==> src/rtl/store_wr_unit_if.sv <==
// Bundle of the MEM-stage store request bus and the data-memory write port.
// The slave view belongs to store_wr_unit; the master view is the pipeline/memory side.
interface store_wr_unit_if;
   logic        st_valid;
   logic        st_flush;
   logic [1:0]  st_size;
   logic [31:0] st_addr;
   logic [31:0] st_data;
   logic        st_ready;
   logic        dm_req;
   logic [31:0] dm_addr;
   logic [31:0] dm_wdata;
   logic [3:0]  dm_we;
   logic        dm_ack;
   logic        exc_ades;
   logic [31:0] bad_vaddr;
   logic        buf_empty;

   modport slave (
      input  st_valid, st_flush, st_size, st_addr, st_data, dm_ack,
      output st_ready, dm_req, dm_addr, dm_wdata, dm_we, exc_ades, bad_vaddr, buf_empty
   );

   modport master (
      output st_valid, st_flush, st_size, st_addr, st_data, dm_ack,
      input  st_ready, dm_req, dm_addr, dm_wdata, dm_we, exc_ades, bad_vaddr, buf_empty
   );
endinterface

==> src/rtl/store_wr_unit.sv <==
// Store write unit: lane-aligns sb/sh/sw data, builds the byte mask, queues stores in a small
// FIFO that drains to data memory over req/ack, and reports misaligned stores as AdES.
module store_wr_unit #(
   parameter int DEPTH = 2
) (
   input  logic            clk,
   input  logic            rst,
   store_wr_unit_if.slave  bus
);
   localparam int PW = (DEPTH > 1) ? $clog2(DEPTH) : 1;

   typedef struct packed {
      logic [29:0] wordAddr;
      logic [31:0] wdata;
      logic [3:0]  we;
   } entry_t;

   entry_t        r_mem [DEPTH];
   logic [PW-1:0] r_wrPtr;
   logic [PW-1:0] r_rdPtr;
   logic [PW:0]   r_cnt;
   logic          r_excAdes;
   logic [31:0]   r_badVaddr;

   logic          w_aligned;
   logic [31:0]   w_wdata;
   logic [3:0]    w_we;
   logic          w_full;
   logic          w_empty;
   logic          w_attempt;
   logic          w_push;
   logic          w_pop;

   // Lane replication and byte mask are formed before the push so the FIFO holds ready-to-send beats.
   always_comb begin
      w_aligned = 1'b0;
      w_wdata   = '0;
      w_we      = '0;
      case (bus.st_size)
         2'b00: begin
            w_aligned = 1'b1;
            w_wdata   = {4{bus.st_data[7:0]}};
            w_we      = 4'b0001 << bus.st_addr[1:0];
         end
         2'b01: begin
            w_aligned = ~bus.st_addr[0];
            w_wdata   = {2{bus.st_data[15:0]}};
            w_we      = 4'b0011 << bus.st_addr[1:0];
         end
         2'b10: begin
            w_aligned = (bus.st_addr[1:0] == 2'b00);
            w_wdata   = bus.st_data;
            w_we      = 4'b1111;
         end
         default: begin
            w_aligned = 1'b0;
         end
      endcase
   end

   assign w_full    = (r_cnt == (PW+1)'(DEPTH));
   assign w_empty   = (r_cnt == '0);
   assign w_attempt = bus.st_valid & ~bus.st_flush & ~w_full;
   assign w_push    = w_attempt & w_aligned;
   assign w_pop     = ~w_empty & bus.dm_ack;

   // A pop in the same cycle never frees a slot for a push; st_ready depends only on the count.
   always_ff @(posedge clk) begin
      if (rst) begin
         for (int i = 0; i < DEPTH; i++) begin
            r_mem[i] <= '0;
         end
         r_wrPtr    <= '0;
         r_rdPtr    <= '0;
         r_cnt      <= '0;
         r_excAdes  <= 1'b0;
         r_badVaddr <= '0;
      end else begin
         if (w_push) begin
            r_mem[r_wrPtr] <= '{wordAddr: bus.st_addr[31:2], wdata: w_wdata, we: w_we};
            r_wrPtr        <= r_wrPtr + PW'(1);
         end
         if (w_pop) begin
            r_rdPtr <= r_rdPtr + PW'(1);
         end
         r_cnt     <= r_cnt + (PW+1)'(w_push) - (PW+1)'(w_pop);
         r_excAdes <= w_attempt & ~w_aligned;
         if (w_attempt & ~w_aligned) begin
            r_badVaddr <= bus.st_addr;
         end
      end
   end

   assign bus.st_ready  = ~w_full;
   assign bus.dm_req    = ~w_empty;
   assign bus.dm_addr   = {r_mem[r_rdPtr].wordAddr, 2'b00};
   assign bus.dm_wdata  = r_mem[r_rdPtr].wdata;
   assign bus.dm_we     = r_mem[r_rdPtr].we;
   assign bus.exc_ades  = r_excAdes;
   assign bus.bad_vaddr = r_badVaddr;
   assign bus.buf_empty = w_empty;
endmodule

==> src/flat_wrapper.sv <==
// flat-port wrapper written by rule: the top's interface ports become plain ports
module store_wr_unit_flat 
#(
   parameter int DEPTH = 2
)
  (clk, rst, bus_st_valid, bus_st_flush, bus_st_size, bus_st_addr, bus_st_data, bus_dm_ack, bus_st_ready, bus_dm_req, bus_dm_addr, bus_dm_wdata, bus_dm_we, bus_exc_ades, bus_bad_vaddr, bus_buf_empty);
  store_wr_unit_if bus_i ();
  input  logic clk;
  input  logic rst;
  input wire logic [$bits(bus_i.st_valid)-1:0] bus_st_valid;
  input wire logic [$bits(bus_i.st_flush)-1:0] bus_st_flush;
  input wire logic [$bits(bus_i.st_size)-1:0] bus_st_size;
  input wire logic [$bits(bus_i.st_addr)-1:0] bus_st_addr;
  input wire logic [$bits(bus_i.st_data)-1:0] bus_st_data;
  input wire logic [$bits(bus_i.dm_ack)-1:0] bus_dm_ack;
  output wire logic [$bits(bus_i.st_ready)-1:0] bus_st_ready;
  output wire logic [$bits(bus_i.dm_req)-1:0] bus_dm_req;
  output wire logic [$bits(bus_i.dm_addr)-1:0] bus_dm_addr;
  output wire logic [$bits(bus_i.dm_wdata)-1:0] bus_dm_wdata;
  output wire logic [$bits(bus_i.dm_we)-1:0] bus_dm_we;
  output wire logic [$bits(bus_i.exc_ades)-1:0] bus_exc_ades;
  output wire logic [$bits(bus_i.bad_vaddr)-1:0] bus_bad_vaddr;
  output wire logic [$bits(bus_i.buf_empty)-1:0] bus_buf_empty;
  assign bus_i.st_valid = bus_st_valid;
  assign bus_i.st_flush = bus_st_flush;
  assign bus_i.st_size = bus_st_size;
  assign bus_i.st_addr = bus_st_addr;
  assign bus_i.st_data = bus_st_data;
  assign bus_i.dm_ack = bus_dm_ack;
  assign bus_st_ready = bus_i.st_ready;
  assign bus_dm_req = bus_i.dm_req;
  assign bus_dm_addr = bus_i.dm_addr;
  assign bus_dm_wdata = bus_i.dm_wdata;
  assign bus_dm_we = bus_i.dm_we;
  assign bus_exc_ades = bus_i.exc_ades;
  assign bus_bad_vaddr = bus_i.bad_vaddr;
  assign bus_buf_empty = bus_i.buf_empty;
  store_wr_unit #(.DEPTH(DEPTH)) u_core (.clk(clk), .rst(rst), .bus(bus_i));
endmodule
==> config.mk <==
export PLATFORM = sky130hd
export DESIGN_NAME = store_wr_unit_flat
export DESIGN_NICKNAME = d
export VERILOG_FILES = /design/src/rtl/store_wr_unit_if.sv /design/src/rtl/store_wr_unit.sv /design/src/flat_wrapper.sv
export SDC_FILE = /design/constraint.sdc
export NUM_CORES = 1
export LEC_CHECK = 0
export ABC_AREA = 1
export CORE_MARGIN = 5
export CORE_UTILIZATION = 45
export CTS_CLUSTER_DIAMETER = 40
export DETAILED_ROUTE_END_ITERATION = 8
export HOLD_SLACK_MARGIN = 0.02
export PLACE_DENSITY_LB_ADDON = 0.3
export SYNTH_ARGS = -nofsm -noshare
export SYNTH_HDL_FRONTEND = slang
export SYNTH_SLANG_ARGS = --single-unit
==> constraint.sdc <==
create_clock -name clk -period 5.4 [get_ports clk]
set_input_delay 1.35 -clock clk [delete_from_list [all_inputs] [get_ports clk]]
set_output_delay 1.35 -clock clk [all_outputs]
set_load 0.005 [all_outputs]
==> impl_results.md <==
- Status: finished, final reports clean
- CP Launch Type: flop
- Crit Path Class: flop to output pin
- Most frequent cells in the layout: 190 x nor2_1, 172 x clkdlybuf4s50_1, 132 x edfxtp_1
- I/O pins: 175
- Post-CTS sizing: 0
- Async S/R FF share, synth: 0%
- Prevailing post-synth register cell: edfxtp_1
- Sink Count: 170
- Row count: 47
- R2r startpoint: u_core.r_cnt[0]$_SDFF_PP0_
- Final hold vios: 0
- Final Skew: 0.006573 ns
- HPWL Detailed: 11500 um
- Instance count on the critical path: 2
- DRC Markers: 0
- Required time of the critical path: 4.05 ns
- Final setup fails: 0
- R2r setup slk: 3.37 ns
- Layout cells sized above 1: 12.90%
- Leakage dissipation: 3.937 nW
- CP Buf/Inv Count: 1
- Met1 Usage GRT: 23.76%
- Slew HR: 34.89%
- Worst R2R Path Depth: 6
- H-Tree Level Count: 4
- Via density: 4.968
- Arrival @ worst endpoint: 2.37 ns
- Post-synth EDFFs: 132
- Critical Path End Type: output pin
- Final period util: 68.87%
- Hold-fix buffers, CTS: 0
- Initial antenna violation count: 0
- Clock Path Buffers: 2
- Peak supply drop: 0.2164 mV
- Crit Reg-Reg Endpoint: u_core.r_mem[1][33]$_SDFFCE_PN0P_
- Post-CTS Setup Bufs: 0
- TritonCTS Buffers: 17
- Final wirelength: 18300 um
- Slew Limit Fails: 0
- Worst-Margin Slew: 0.9766 ns
- Pwr Density: 354.0 nW/um^2
- GR peak layer: met2
- CTS tree: built
- Total GRT Usage: 18.62%
- RSZ-0062 raised after global routing: no
- Hold Path Stages: 1
- Final #Nets: 944
- Initial Utilization: 45.76%
- Worst-skew pair later-pin latency: 0.41 ns
- Met3 usage: 7.616%
- Critical Path Fanout Max: 66
- Mapped Cells: 718
- WL/cell: 16.58 um
- Iter 0 DRT Violations: 326
- Post-synthesis sequential area ratio: 62.48%
- Largest net degree at the start of global routing: 68
- GR met2 Demand/Resource: 29.64%
- First-pass GRT wire length: 28580 um
- CP max stage cell: dfxtp_4
- Yosys warns: 0
- Filler instances: 1376
- Area of the die: 19500 sq um
- Total grt overflow: 0
- P&R area growth vs syn: 31.25%
- Critical path, cell by cell: mux2_2 > clkdlybuf4s50_1
- Overall power: 3.514 mW
- Clk slew on worst S/H paths: 0.06 ns
- Mapped Area: 7562 sq um
- Die width: 139.6 um
- Pre-antenna DRT Iters: 5
- Synth unique cells: 26
- Hold_sp: u_core.r_rdPtr$_SDFFE_PP0P_
- Commonest non-fill, non-tap cell in the layout: nor2_1
- Root Buffer: clkbuf_16
- Max-cap violations: 0
- Setup TNS: 0 ns
- Hold Crit Class: flop to flop
- Gpl congestion: 0.7910
- Port Buffers: 172
- Max frequency: 268.9 MHz
- Core ar.: 16520 sq um
- Post-Syn Area per Cell: 10.53 sq um
- Top delay family on crit path: flip-flops
- Fin crit period: 3.719 ns
- Vias: 5485
- Post-route ant nets: 0
- Fin util: 60.07%
- Vias in the first global route: 5339
- Post-synthesis register bit count: 170
- Critical path's largest stage delay: 0.94 ns
- Antenna diode count: 0
- Die Ht: 139.6 um
## logic make-up (layout without fill, tap and decap cells)
group,Yosys count,count (layout),share of synthesized area (%)
buffers and inverters,113,278,6.883
multiplexers,66,66,9.828
AO/OA/AOI/OAI,69,69,4.616
other,1,2,0.04959
flip-flops,170,170,62.48
AND/OR/NAND/NOR,296,296,15.70
adder cells (fa/ha/maj),2,2,0.3309
XOR/XNOR,1,1,0.1158
## cell usage after synthesis (2+ instances only)
master | count | share of area, %
buf_2 | 23 | 1.5
edfxtp_1 | 132 | 52
nand3_1 | 33 | 2.2
inv_2 | 3 | 0.15
buf_4 | 4 | 0.40
nand2_1 | 64 | 3.2
a31oi_1 | 3 | 0.25
ha_1 | 2 | 0.33
buf_6 | 7 | 1.0
a21oi_1 | 46 | 3.0
dfxtp_1 | 38 | 10
nand2_2 | 3 | 0.25
o21ai_0 | 19 | 1.3
buf_1 | 2 | 0.099
clkbuf_1 | 8 | 0.40
inv_1 | 66 | 3.3
mux2_2 | 66 | 9.8
nor2_1 | 191 | 9.5
## metal layers
metal,part of all wire [%],vias up,wire length [um]
met5,0,-,0
met4,0.62,0,114
li1,-,2679,-
met2,48,219,8720
met1,42,2579,7648
met3,9.9,8,1819
## sequential cells by signal, summed over array words and instances, names as in the netlist, named ones only
| name | count |
|---|---|
| u_core.r_mem | 132 |
| u_core.bus.bad_vaddr | 32 |
| u_core.r_cnt | 2 |
| u_core.bus.exc_ades | 1 |
| u_core.r_rdPtr | 1 |
| u_core.r_wrPtr | 1 |
## stage by stage
stage	instance area [sq um]	hold slack, ns	cells	setup WS [ns]
after floorplan	7566	0.4255	719	1.367
after global placement	9374	0.4284	1072	1.615
after detailed placement	9374	0.4421	1072	1.545
after CTS	9926	0.4632	1104	1.680
after global routing	9926	0.4803	1104	1.624
final	9926	0.4680	1104	1.681
## power by group
group          internal [mW]  switching (mW)  total, mW
Combinational          0.459           0.312      0.771
Clock                  0.636           0.511       1.15
Sequential              1.50          0.0966       1.60
## final cells by class
type / instances / area, sq um / area share, %
tap: 220 / 275.3 / 2.773
inverter: 69 / 259.0 / 2.609
clock buffer: 18 / 429.2 / 4.324
multi-input combinational: 436 / 2352 / 23.70
sequential: 170 / 4728 / 47.64
timing repair buffer: 177 / 1759 / 17.72
clock inverter: 14 / 122.6 / 1.235
## how the worst max path moves through the flow
stage                        start                                end
floorplan           bus_st_size[0]   u_core.r_mem[0][0]$_SDFFCE_PN0P_
global placement    bus_st_size[1]  u_core.r_mem[0][33]$_SDFFCE_PN0P_
detailed placement  bus_st_size[1]  u_core.r_mem[1][33]$_SDFFCE_PN0P_
CTS                           flop                    bus_dm_addr[31]
global route                  flop                       bus_dm_we[1]
finish                        flop                    bus_dm_addr[22]
## worst reg2reg max path, delay by kind of cell, from the launching register on
kind	cells	cell delay, ns
buffers and inverters	1	0.05
DFF	1	0.33
and+or+nand+nor	5	1.25
Note: power is estimated with default switching activity, not from simulation.
